## config.mk

```make
export PLATFORM = sky130hd
export DESIGN_NAME = alu_share_arbiter
export DESIGN_NICKNAME = d
export VERILOG_FILES = /design/src/rtl/alu_pkg.sv /design/src/rtl/alu_rr_pick.sv /design/src/rtl/mini_alu.sv /design/src/rtl/alu_share_arbiter.sv
export SDC_FILE = /design/constraint.sdc
export NUM_CORES = 1
export LEC_CHECK = 0
export ABC_AREA = 1
export BUFFER_PORTS_ARGS = -buffer_cell sky130_fd_sc_hd__buf_2
export CORE_MARGIN = 5
export CORE_UTILIZATION = 29
export CTS_BUF_LIST = sky130_fd_sc_hd__clkbuf_4 sky130_fd_sc_hd__clkbuf_8
export DETAILED_ROUTE_END_ITERATION = 8
export GPL_ROUTABILITY_DRIVEN = 0
export PLACE_DENSITY = 0.55
export SETUP_SLACK_MARGIN = 0.05
export SLEW_MARGIN = 20
export SYNTH_ARGS = -nofsm -noshare
export SYNTH_HDL_FRONTEND = slang
export SYNTH_SLANG_ARGS = --single-unit
```

## constraint.sdc

```tcl
create_clock -name clk -period 4.3 [get_ports clk]
set_input_delay 0.215 -clock clk [delete_from_list [all_inputs] [get_ports clk]]
set_output_delay 0.215 -clock clk [all_outputs]
set_load 0.02 [all_outputs]
```

## src/rtl/alu_pkg.sv

```systemverilog
// alu_pkg: shared widths, opcodes, flag indices, the request bundle type and
// the response-slot state encoding for the mini_alu sharing arbiter.
package alu_pkg;

  localparam int unsigned ALU_W      = 32;
  localparam int unsigned ALU_OP_W   = 4;
  localparam int unsigned ALU_FLAG_W = 4;

  localparam logic [ALU_OP_W-1:0] ALU_OP_ADD   = 4'b0000;
  localparam logic [ALU_OP_W-1:0] ALU_OP_SUB   = 4'b0001;
  localparam logic [ALU_OP_W-1:0] ALU_OP_AND   = 4'b0010;
  localparam logic [ALU_OP_W-1:0] ALU_OP_OR    = 4'b0011;
  localparam logic [ALU_OP_W-1:0] ALU_OP_XOR   = 4'b0100;
  localparam logic [ALU_OP_W-1:0] ALU_OP_PASSB = 4'b0101;

  localparam int unsigned FLAG_N = 3;
  localparam int unsigned FLAG_Z = 2;
  localparam int unsigned FLAG_V = 1;
  localparam int unsigned FLAG_C = 0;

  typedef struct packed {
    logic [ALU_W-1:0]    a;
    logic [ALU_W-1:0]    b;
    logic                cin;
    logic [ALU_OP_W-1:0] opcode;
  } alu_req_t;

  typedef enum logic {
    ST_IDLE = 1'b0,
    ST_FULL = 1'b1
  } arb_state_t;

endpackage

```

## src/rtl/alu_rr_pick.sv

```systemverilog
// alu_rr_pick: 2-way grant selection.
//   req0, req1  : request valids
//   last_grant  : port granted on the most recent transfer
//   gnt_valid   : some request is present
//   gnt         : granted port (0 when nothing is requested)
// PRIO_FIXED=0 alternates on conflict, PRIO_FIXED=1 always favours port 0.
module alu_rr_pick #(
  parameter int PRIO_FIXED = 0
) (
  input  logic req0,
  input  logic req1,
  input  logic last_grant,
  output logic gnt_valid,
  output logic gnt
);

  always_comb begin
    gnt_valid = req0 | req1;
    gnt       = 1'b0;
    if (req0 && req1) begin
      gnt = (PRIO_FIXED != 0) ? 1'b0 : ~last_grant;
    end else if (req1) begin
      gnt = 1'b1;
    end
  end

endmodule

```

## src/rtl/mini_alu.sv

```systemverilog
// mini_alu: 32-bit combinational ALU.
//   a, b, cin, opcode -> y, flags {N,Z,V,C}
//   ADD: a+b+cin; SUB: a+~b+cin (cin=1 for a plain subtract, C = no-borrow);
//   AND/OR/XOR/PASSB are logical, V=C=0. Unknown opcodes give y=0.
module mini_alu
  import alu_pkg::*;
(
  input  logic [ALU_W-1:0]      a,
  input  logic [ALU_W-1:0]      b,
  input  logic                  cin,
  input  logic [ALU_OP_W-1:0]   opcode,
  output logic [ALU_W-1:0]      y,
  output logic [ALU_FLAG_W-1:0] flags
);

  logic [ALU_W:0] sum;
  logic           v;
  logic           c;

  always_comb begin
    sum = '0;
    y   = '0;
    v   = 1'b0;
    c   = 1'b0;
    case (opcode)
      ALU_OP_ADD: begin
        sum = {1'b0, a} + {1'b0, b} + {{ALU_W{1'b0}}, cin};
        y   = sum[ALU_W-1:0];
        c   = sum[ALU_W];
        v   = (a[ALU_W-1] == b[ALU_W-1]) && (y[ALU_W-1] != a[ALU_W-1]);
      end
      ALU_OP_SUB: begin
        sum = {1'b0, a} + {1'b0, ~b} + {{ALU_W{1'b0}}, cin};
        y   = sum[ALU_W-1:0];
        c   = sum[ALU_W];
        v   = (a[ALU_W-1] != b[ALU_W-1]) && (y[ALU_W-1] != a[ALU_W-1]);
      end
      ALU_OP_AND:   y = a & b;
      ALU_OP_OR:    y = a | b;
      ALU_OP_XOR:   y = a ^ b;
      ALU_OP_PASSB: y = b;
      default:      y = '0;
    endcase
    flags         = '0;
    flags[FLAG_N] = y[ALU_W-1];
    flags[FLAG_Z] = (y == '0);
    flags[FLAG_V] = v;
    flags[FLAG_C] = c;
  end

endmodule

```

## src/rtl/alu_share_arbiter.sv

```systemverilog
// alu_share_arbiter: shares one mini_alu between port 0 (integer issue) and
// port 1 (microcode sequencer), registering the result into a single
// valid/ready response slot (1-cycle latency, one op per cycle sustained).
//   clk, reset (sync, active-high)
//   r0_*/r1_* : valid/ready request ports with a, b, cin, opcode
//   rsp_*     : valid/ready response with owner id, y and flags {N,Z,V,C}
// Optional feature macro ALU_ARB_STATS_EN adds saturating 16-bit counters
// grant_cnt0, grant_cnt1 (transfers per port) and conflict_cnt (cycles with
// both ports valid while the slot could accept).
module alu_share_arbiter
  import alu_pkg::*;
#(
  parameter int PRIO_FIXED = 0,
  parameter int DATA_W     = 32
) (
  input  logic                  clk,
  input  logic                  reset,
  input  logic                  r0_valid,
  output logic                  r0_ready,
  input  logic [DATA_W-1:0]     r0_a,
  input  logic [DATA_W-1:0]     r0_b,
  input  logic                  r0_cin,
  input  logic [ALU_OP_W-1:0]   r0_opcode,
  input  logic                  r1_valid,
  output logic                  r1_ready,
  input  logic [DATA_W-1:0]     r1_a,
  input  logic [DATA_W-1:0]     r1_b,
  input  logic                  r1_cin,
  input  logic [ALU_OP_W-1:0]   r1_opcode,
  output logic                  rsp_valid,
  input  logic                  rsp_ready,
  output logic                  rsp_id,
  output logic [DATA_W-1:0]     rsp_y,
  output logic [ALU_FLAG_W-1:0] rsp_flags
`ifdef ALU_ARB_STATS_EN
  ,
  output logic [15:0]           grant_cnt0,
  output logic [15:0]           grant_cnt1,
  output logic [15:0]           conflict_cnt
`endif
);

  if (DATA_W != ALU_W) begin : g_bad_width
    $error("alu_share_arbiter: DATA_W must equal the mini_alu width");
  end

  arb_state_t            state_q, state_d;
  logic                  last_grant_q;
  logic                  can_accept;
  logic                  pick_valid;
  logic                  pick;
  logic                  accept;
  alu_req_t              req0, req1, req_sel;
  logic [ALU_W-1:0]      alu_y;
  logic [ALU_FLAG_W-1:0] alu_flags;

  assign req0 = '{a: r0_a, b: r0_b, cin: r0_cin, opcode: r0_opcode};
  assign req1 = '{a: r1_a, b: r1_b, cin: r1_cin, opcode: r1_opcode};

  alu_rr_pick #(
    .PRIO_FIXED(PRIO_FIXED)
  ) u_pick (
    .req0      (r0_valid),
    .req1      (r1_valid),
    .last_grant(last_grant_q),
    .gnt_valid (pick_valid),
    .gnt       (pick)
  );

  // pick is 0 when nobody requests, so port 0 feeds the ALU while idle.
  assign req_sel = pick ? req1 : req0;

  mini_alu u_alu (
    .a     (req_sel.a),
    .b     (req_sel.b),
    .cin   (req_sel.cin),
    .opcode(req_sel.opcode),
    .y     (alu_y),
    .flags (alu_flags)
  );

  // State register.
  always_ff @(posedge clk) begin
    if (reset) begin
      state_q <= ST_IDLE;
    end else begin
      state_q <= state_d;
    end
  end

  // Next-state logic.
  always_comb begin
    state_d = state_q;
    case (state_q)
      ST_IDLE: if (accept) state_d = ST_FULL;
      ST_FULL: begin
        if (accept)         state_d = ST_FULL;
        else if (rsp_ready) state_d = ST_IDLE;
      end
      default: state_d = ST_IDLE;
    endcase
  end

  // Output / handshake logic. Readies are masked by reset so nothing is
  // accepted during the reset cycle.
  always_comb begin
    rsp_valid  = (state_q == ST_FULL);
    can_accept = (state_q == ST_IDLE) || ((state_q == ST_FULL) && rsp_ready);
    accept     = can_accept && pick_valid && !reset;
    r0_ready   = accept && (pick == 1'b0);
    r1_ready   = accept && (pick == 1'b1);
  end

  // Response slot and arbitration history; y/flags hold when the slot drains.
  always_ff @(posedge clk) begin
    if (reset) begin
      last_grant_q <= 1'b1;
      rsp_id       <= 1'b0;
      rsp_y        <= '0;
      rsp_flags    <= '0;
    end else if (accept) begin
      last_grant_q <= pick;
      rsp_id       <= pick;
      rsp_y        <= alu_y;
      rsp_flags    <= alu_flags;
    end
  end

`ifdef ALU_ARB_STATS_EN
  always_ff @(posedge clk) begin
    if (reset) begin
      grant_cnt0   <= '0;
      grant_cnt1   <= '0;
      conflict_cnt <= '0;
    end else begin
      if (r0_valid && r0_ready && (grant_cnt0 != '1)) grant_cnt0 <= grant_cnt0 + 16'd1;
      if (r1_valid && r1_ready && (grant_cnt1 != '1)) grant_cnt1 <= grant_cnt1 + 16'd1;
      if (r0_valid && r1_valid && can_accept && (conflict_cnt != '1))
        conflict_cnt <= conflict_cnt + 16'd1;
    end
  end
`endif

endmodule

```

==> out/qor.txt, run 1 <==
outcome -> finished, final reports clean
gr ovfl total -> 0
worst hold endpoint -> rsp_y[0]$_SDFFE_PP0P_
Seq/Total Area, Yosys -> 8.68%
clock sink count -> 38
DIE AREA -> 33800 um2
asr flop ratio synth -> 0%
Initial Utilization -> 29.5%
Vias -> 10900
CP max-delay cell -> ha_1
max incr delay on CP -> 0.55 ns
TritonCTS Buffers -> 5
Rel. slew slack -> 43.3%
max-cap viol count -> 0
commonest non-fill, non-tap cell in the layout -> nand2_1
first-pass GRT wire length -> 55100 um
Worst Hold Class -> primary input to flip-flop
area share of the largest cell type after synthesis -> 18.1%
final wirelength -> 36100 um
PD cells -> 255 nW/um2
Std-Cell Core Area -> 29700 um2
Rows -> 63
Crit path top cell by count -> nor2_1
final-stage net count -> 2010
Fillers -> 3362
PnR worst setup slack -> 0.287 ns
clk_skew -> 0.00441 ns
Post-DRT Antenna Nets -> 0
CTS H-tree depth -> 2
gr usage total -> 20.2%
RSZ-0062 raised after global routing -> no
Final Hold Viols -> 0
die height -> 184 um
Reg2Reg Depth -> 19
ranking of synthesized cells by area -> nand2_1, ha_1, inv_1, dfxtp_1, nand3_1
final std cells w/o fill -> 2148
area of the multi-input gates -> 6580 um2
most frequent cells in the layout -> nand2_1, inv_1, buf_2
port buffer count -> 182
final hold slack -> 0.165 ns
Inserted Diodes -> 0
Clock transition at path regs -> 0.08 ns
hold-fix buffer count after cts -> 0
largest net degree at the start of global routing -> 69
top-level I/O count -> 183
LEAKAGE -> 0.00561 uW
clk_lat worst skew -> 0.29 ns
Die W -> 184 um
syn nets -> 1870
Final min period -> 4.01 ns
WL/cell -> 16.8 um
Synthesis Warnings -> 0
fin util -> 33.9%
# DRC -> 0
Startpoint Class -> flip-flop
cells after synthesis -> 1617
number of cells on the worst hold path -> 2
TritonCTS clock tree -> yes
setup TNS -> 0 ns
sequential cell area -> 761 um2
CP endpoint kind -> flip-flop
Post-synth top flop -> dfxtp_1
vias in the first global route -> 10100
Crit Path Category -> flip-flop to flip-flop
final setup violation count -> 0
EDFF count, synth -> 0
Reg-to-Reg End -> rsp_flags[2]$_SDFFE_PP0P_
r2r startpoint -> last_grant_q$_SDFFE_PP1P_
Final period util -> 93.3%
hold_sp -> reset
hpwl dp -> 30100 um
Critical Path RT -> 4.54 ns
flop2flop setup slack -> 0.29 ns
Slew Limit Fails -> 0
Worst Tran Pin Value -> 0.841 ns
Via density -> 5.07
maximum vdd drop -> 0.000134 V
Cell Area, Synth -> 8760 um2
initial antenna violation count -> 0
mean post-synth cell area -> 5.42 um2
root buf cell -> clkbuf_8
area grow syn2layout -> 14.8%
crit-path cells -> nand2_4 -> nand2_4 -> buf_12 -> o21ai_0 -> ha_1 -> nand2_1 -> nor2_1 -> inv_1 -> nor2_1 -> nand4_1 -> nand3_1 -> nand2_1 -> inv_1 -> o21ai_0 -> nor2_1 -> nand3_1 -> nor2_1 -> nand4_1 -> nand2_1
Synth cell types -> 45
fmax -> 249 MHz
DRT Pass-1 Iters -> 6
share of cells above drive strength 1 -> 13.7%
largest buffer count on any clock path -> 2
CP Max Fanout -> 68
Detailed Route Iter0 Violations -> 1022
Placed Cells -> 2140
arrival time at the worst endpoint -> 4.26 ns
dominant cell type by area after synthesis -> nand2_1
Yosys reg bits -> 38
pre-CTS setup slack -> 0.438 ns
synthesized netlist by cell type (18+ instances only):
cell type,n
clkbuf_1,21
ha_1,108
nor2_1,169
o22ai_1,34
buf_2,29
nor3_1,18
nand3_1,143
nand2_1,422
a21oi_1,78
dfxtp_1,38
o21ai_0,132
inv_1,290
layer usage:
layer / vias to the layer above / share of wire, % / global-route usage [%]
met3: 92 / 9.6 / 4.14
met5: - / 0 / 0
met2: 510 / 42 / 31.4
met4: 0 / 3.0 / 5.15
met1: 4860 / 46 / 28.4
li1: 5435 / - / -
kinds of logic (layout without fill, tap and decap cells):
kind of cell,Yosys count,count (layout),synth area share [%]
buf+inv,354,495,16.4
flops,38,38,8.68
xor+xnor,2,2,0.200
simple gates,810,810,39.1
fa+ha+maj,110,110,15.9
compound gates,303,303,19.7
worst max path at each step:
stage                              start                         to  slack (ns)  depth (start not counted)
2_1_floorplan  last_grant_q$_SDFFE_PP1P_  rsp_flags[2]$_SDFFE_PP0P_        0.67                         28
3_3_place_gp                    r0_valid  rsp_flags[2]$_SDFFE_PP0P_        0.40                         18
3_5_place_dp                    r0_valid  rsp_flags[2]$_SDFFE_PP0P_        0.44                         18
4_1_cts        last_grant_q$_SDFFE_PP1P_  rsp_flags[2]$_SDFFE_PP0P_        0.45                         17
5_1_grt        last_grant_q$_SDFFE_PP1P_  rsp_flags[2]$_SDFFE_PP0P_        0.07                         19
6_report       last_grant_q$_SDFFE_PP1P_  rsp_flags[2]$_SDFFE_PP0P_        0.29                         19
state kept, by name (all words and copies together) (netlist names):
name and count:
last_grant_q 1, rsp_valid 1, rsp_id 1, rsp_flags 3
rsp_y 32
critical path: cells and delay by family, from the launching register on:
kind / cells / cell delay (ns)
simple gates: 13 / 2.28
flops: 1 / 0.37
buf+inv: 3 / 0.35
compound gates: 2 / 0.33
fa+ha+maj: 1 / 0.55
power by group:
group          switching, uW  internal [uW]  leakage (uW)  total [uW]
combinational           1300            550       0.00525        1850
clock                    133            171     0.0000579         304
sequential              22.6            385      0.000310         407
area by class of cell:
type / count / area share, %
multi-input cells: 1225 / 65.4
clock inverters: 3 / 0.398
well taps: 390 / 4.85
flip-flops and latches: 38 / 7.56
repair buffers: 195 / 10.3
inverters: 292 / 10.9
clock buffers: 5 / 0.684
what timing repair did:
item                       4_1_cts  5_1_grt
gates resized for setup          0        4
setup buffers                    0        0
setup endpoints to repair        0        1
stage by stage:
stage / total power [uW] / cell area [um2]
after global routing: 2780 / 10100
after detailed placement: 2220 / 9950
final: 2560 / 10100
after floorplan: 1640 / 8760
after global placement: 2210 / 9950
after CTS: 2520 / 10100
Note: power is estimated with default switching activity, not from simulation.
==> run 2: changes to the inputs <==
--- a/config.mk
+++ b/config.mk
@@ -5,8 +5,8 @@
 export SDC_FILE = /design/constraint.sdc
 export NUM_CORES = 1
 export LEC_CHECK = 0
-export ABC_AREA = 1
 export BUFFER_PORTS_ARGS = -buffer_cell sky130_fd_sc_hd__buf_2
+export CORE_ASPECT_RATIO = 1.4
 export CORE_MARGIN = 5
 export CORE_UTILIZATION = 29
 export CTS_BUF_LIST = sky130_fd_sc_hd__clkbuf_4 sky130_fd_sc_hd__clkbuf_8
@@ -17,4 +17,5 @@
 export SLEW_MARGIN = 20
 export SYNTH_ARGS = -nofsm -noshare
 export SYNTH_HDL_FRONTEND = slang
+export SYNTH_HIERARCHICAL = 1
 export SYNTH_SLANG_ARGS = --single-unit
==> run 2 against run 1 <==
Effect of this change: the flow now finishes with violations (negative setup slack); synthesized cell count decreased by 24%; combinational power rose by 35%; count of clock-buffer cells in the layout is the same; area after synthesis rose by 0.59%; routed wire length up 3.4%; worst hold slack better by 0.30 ns.
==> out/qor.txt, run 2 <==
outcome -> complete, but fails checks
failing checks -> negative setup slack
most flop-heavy register -> rsp_y
cells after synthesis -> 1221 (-24%)
final hold slack -> 0.460 ns (+0.295 ns)
CP max-delay cell -> or4_4
WL/cell -> 18.1 um (+7.6%)
final-stage net count -> 1931 (-3.9%)
placed inst area -> 12500 um2 (+25%)
largest buffer count on any clock path -> 2 (unchanged)
CP endpoint kind -> flip-flop
# DRC -> 0 (unchanged)
biggest regs -> rsp_y x32, rsp_flags x4
Yosys reg bits -> 39 (+2.6%)
hpwl dp -> 30800 um (+2.4%)
initial antenna violation count -> 0 (unchanged)
Vias -> 11000 (+1.1%)
mean post-synth cell area -> 7.22 um2 (+33%)
Worst Hold Class -> primary input to flip-flop
flop2flop setup slack -> -0.58 ns (-0.86 ns)
fmax -> 205 MHz (-18%)
Clock transition at path regs -> 0.08 ns (about the same)
clk_lat worst skew -> 0.29 ns (about the same)
most frequent cells in the layout -> buf_4, buf_2, ha_1
TritonCTS clock tree -> yes
clk_skew -> 0.00605 ns (+0.00163 ns)
DRT Pass-1 Iters -> 5 (-1)
ranking of synthesized cells by area -> ha_1, mux2_2, dfxtp_1, a21oi_1, inv_1
CTS H-tree depth -> 2 (unchanged)
Slew Limit Fails -> 0 (unchanged)
Post-DRT Antenna Nets -> 0 (unchanged)
PD cells -> 249 nW/um2 (-2.4%)
max reg flops -> 32 (unchanged)
Std-Cell Core Area -> 30000 um2 (+1.0%)
asr flop ratio synth -> 0% (unchanged)
Final period util -> 113% (+20 points)
TritonCTS Buffers -> 5 (unchanged)
Post-synth top flop -> dfxtp_1
maximum vdd drop -> 0.000121 V (-9.7%)
LEAKAGE -> 0.00619 uW (+10%)
Critical Path RT -> 4.52 ns (-0.02 ns)
max-cap viol count -> 0 (unchanged)
top-level I/O count -> 183 (unchanged)
EDFF count, synth -> 0 (unchanged)
PnR worst setup slack -> -0.575 ns (-0.863 ns)
Via density -> 5.34 (+5.2%)
arrival time at the worst endpoint -> 5.10 ns (+0.84 ns)
syn nets -> 1474 (-21%)
DIE AREA -> 34000 um2 (+0.70%)
gr ovfl total -> 0 (unchanged)
final setup violation count -> 11 (+11)
Cell Area, Synth -> 8820 um2 (+0.59%)
area grow syn2layout -> 47.1%
commonest non-fill, non-tap cell in the layout -> buf_4
count leader, synth -> ha_1
clock sink count -> 39 (+2.6%)
die height -> 216 um (+18%)
Rows -> 75 (+19%)
Die W -> 157 um (-14%)
final wirelength -> 37300 um (+3.4%)
Crit path top cell by count -> fa_2
crit-path cells -> a21boi_4 -> buf_12 -> mux2_4 -> inv_4 -> fa_2 -> inv_1 -> fa_2 -> a21o_1 -> a221o_1 -> buf_4 -> a22oi_2 -> and3b_2 -> nor3_1 -> a211o_1 -> or3_1 -> or4_4 -> nor4_4 -> nand4bb_1 -> nor4bb_2 -> nand3_1 -> a21oi_1
Crit Path Category -> flip-flop to flip-flop
final instance area -> 13000 um2 (+29%)
port buffer count -> 182 (unchanged)
Worst Tran Pin Value -> 1.08 ns (+0.243 ns)
Inserted Diodes -> 0 (unchanged)
Final min period -> 4.88 ns (+0.863 ns)
root buf cell -> clkbuf_8
Rel. slew slack -> 27.5% (-16 points)
Detailed Route Iter0 Violations -> 585 (-43%)
top post-synthesis cells by count -> ha_1, inv_1, a21oi_1
CP bufs+invs -> 4 (+1)
share of cells above drive strength 1 -> 43.9% (+30 points)
max incr delay on CP -> 0.43 ns (-0.12 ns)
Synth cell types -> 105 (+130%)
first-pass GRT wire length -> 57800 um (+4.9%)
largest net degree at the start of global routing -> 42 (-39%)
hold-fix buffer count after cts -> 0 (unchanged)
Final Hold Viols -> 0 (unchanged)
Power, Total -> 3230 uW (+26%)
Placed Cells -> 2047 (-4.3%)
gr usage total -> 20.9% (+0.72 points)
area share of the largest cell type after synthesis -> 15.0% (-3.0 points)
Synthesis Warnings -> 6 (+6)
dominant cell type by area after synthesis -> ha_1
critical path's top delay family -> simple AND/OR/NAND/NOR gates
final std cells w/o fill -> 2064 (-3.9%)
RSZ-0062 raised after global routing -> yes
Seq/Total Area, Yosys -> 8.86% (+0.18 points)
Initial Utilization -> 29.4% (-0.14 points)
CP Max Fanout -> 12 (-82%)
vias in the first global route -> 11100 (+9.3%)
Startpoint Class -> flip-flop
-- run 2: cell types whose count changed after synthesis, sizes merged, moves of 26 or more --
cell	change
clkbuf	+27
o22ai	-26
a21oi	+30
nand3	-83
nor2	-89
o21ai	-40
mux2	+71
nand2	-354
inv	-189
-- run 2: logic make-up after synthesis --
logic type	after synthesis	share of synthesized area [%]
buffers and inverters	192	10.2
adder cells (fa/ha/maj)	110	16.0
AND/OR/NAND/NOR	399	23.3
XOR/XNOR	5	0.497
flip-flops	39	8.86
AO/OA/AOI/OAI	394	30.9
multiplexers	82	10.3
-- run 2: area by class of cell --
class | instances | area, um2
Tap cell | 385 | 482
Inverter | 103 | 394
Timing Repair Buffer | 539 | 3670
Clock inverter | 3 | 43.8
Sequential cell | 39 | 782
Fill cell | 3113 | 17100
Multi-Input combinational cell | 990 | 7520
Clock buffer | 5 | 68.8
-- run 2: power by group --
group	switching (uW)	internal [uW]
clock	135	173
combinational	1320	1180
sequential	27.2	400
total	1480	1750
-- run 2: path summary, 6_finish.rpt --
path	from	end	cells past startpoint
max	last_grant_q$_SDFFE_PP1P_	rsp_flags[2]$_SDFFE_PP0P_	21
min	r1_a[31]	rsp_flags[1]$_SDFFE_PP0P_	5
max reg2reg	last_grant_q$_SDFFE_PP1P_	rsp_flags[2]$_SDFFE_PP0P_	21
min reg2reg	rsp_flags[0]$_SDFFE_PP0P_	rsp_flags[0]$_SDFFE_PP0P_	2
-- run 2: per-layer routing --
| layer | vias up | wire length (um) | track usage (%) | share of wire (%) |
|---|---|---|---|---|
| met5 | - | 0 | 0 | 0 |
| met2 | 421 | 18400 | 37.0 | 49 |
| met1 | 5094 | 14500 | 24.8 | 39 |
| li1 | 5372 | - | - | - |
| met3 | 126 | 2220 | 2.00 | 6.0 |
| met4 | 0 | 2180 | 10.2 | 5.8 |
-- run 2: metrics by stage --
step / util, % / setup WS, ns / setup TNS [ns]
4_1_cts: 42.6 / -0.582 / -1.80
2_1_floorplan: - / -0.112 / -0.112
3_5_place_dp: 41.5 / -0.816 / -4.49
5_1_grt: 43.2 / -0.792 / -4.05
3_3_place_gp: 41.5 / -0.756 / -3.55
6_report: 43.2 / -0.575 / -1.87
-- run 2: timing repair --
item,in CTS,in global routing
setup buffers,5,3
endpoints found under the setup margin,14,16
gates resized for setup,39,32
pin swaps,5,7
gates cloned,1,0
-- run 2: tightest hold or removal path, stage by stage --
cell     delay, ns
buf_2         0.07
mux2_2        0.19
a21oi_1       0.11
nand3_1       0.07
a21oi_1       0.05
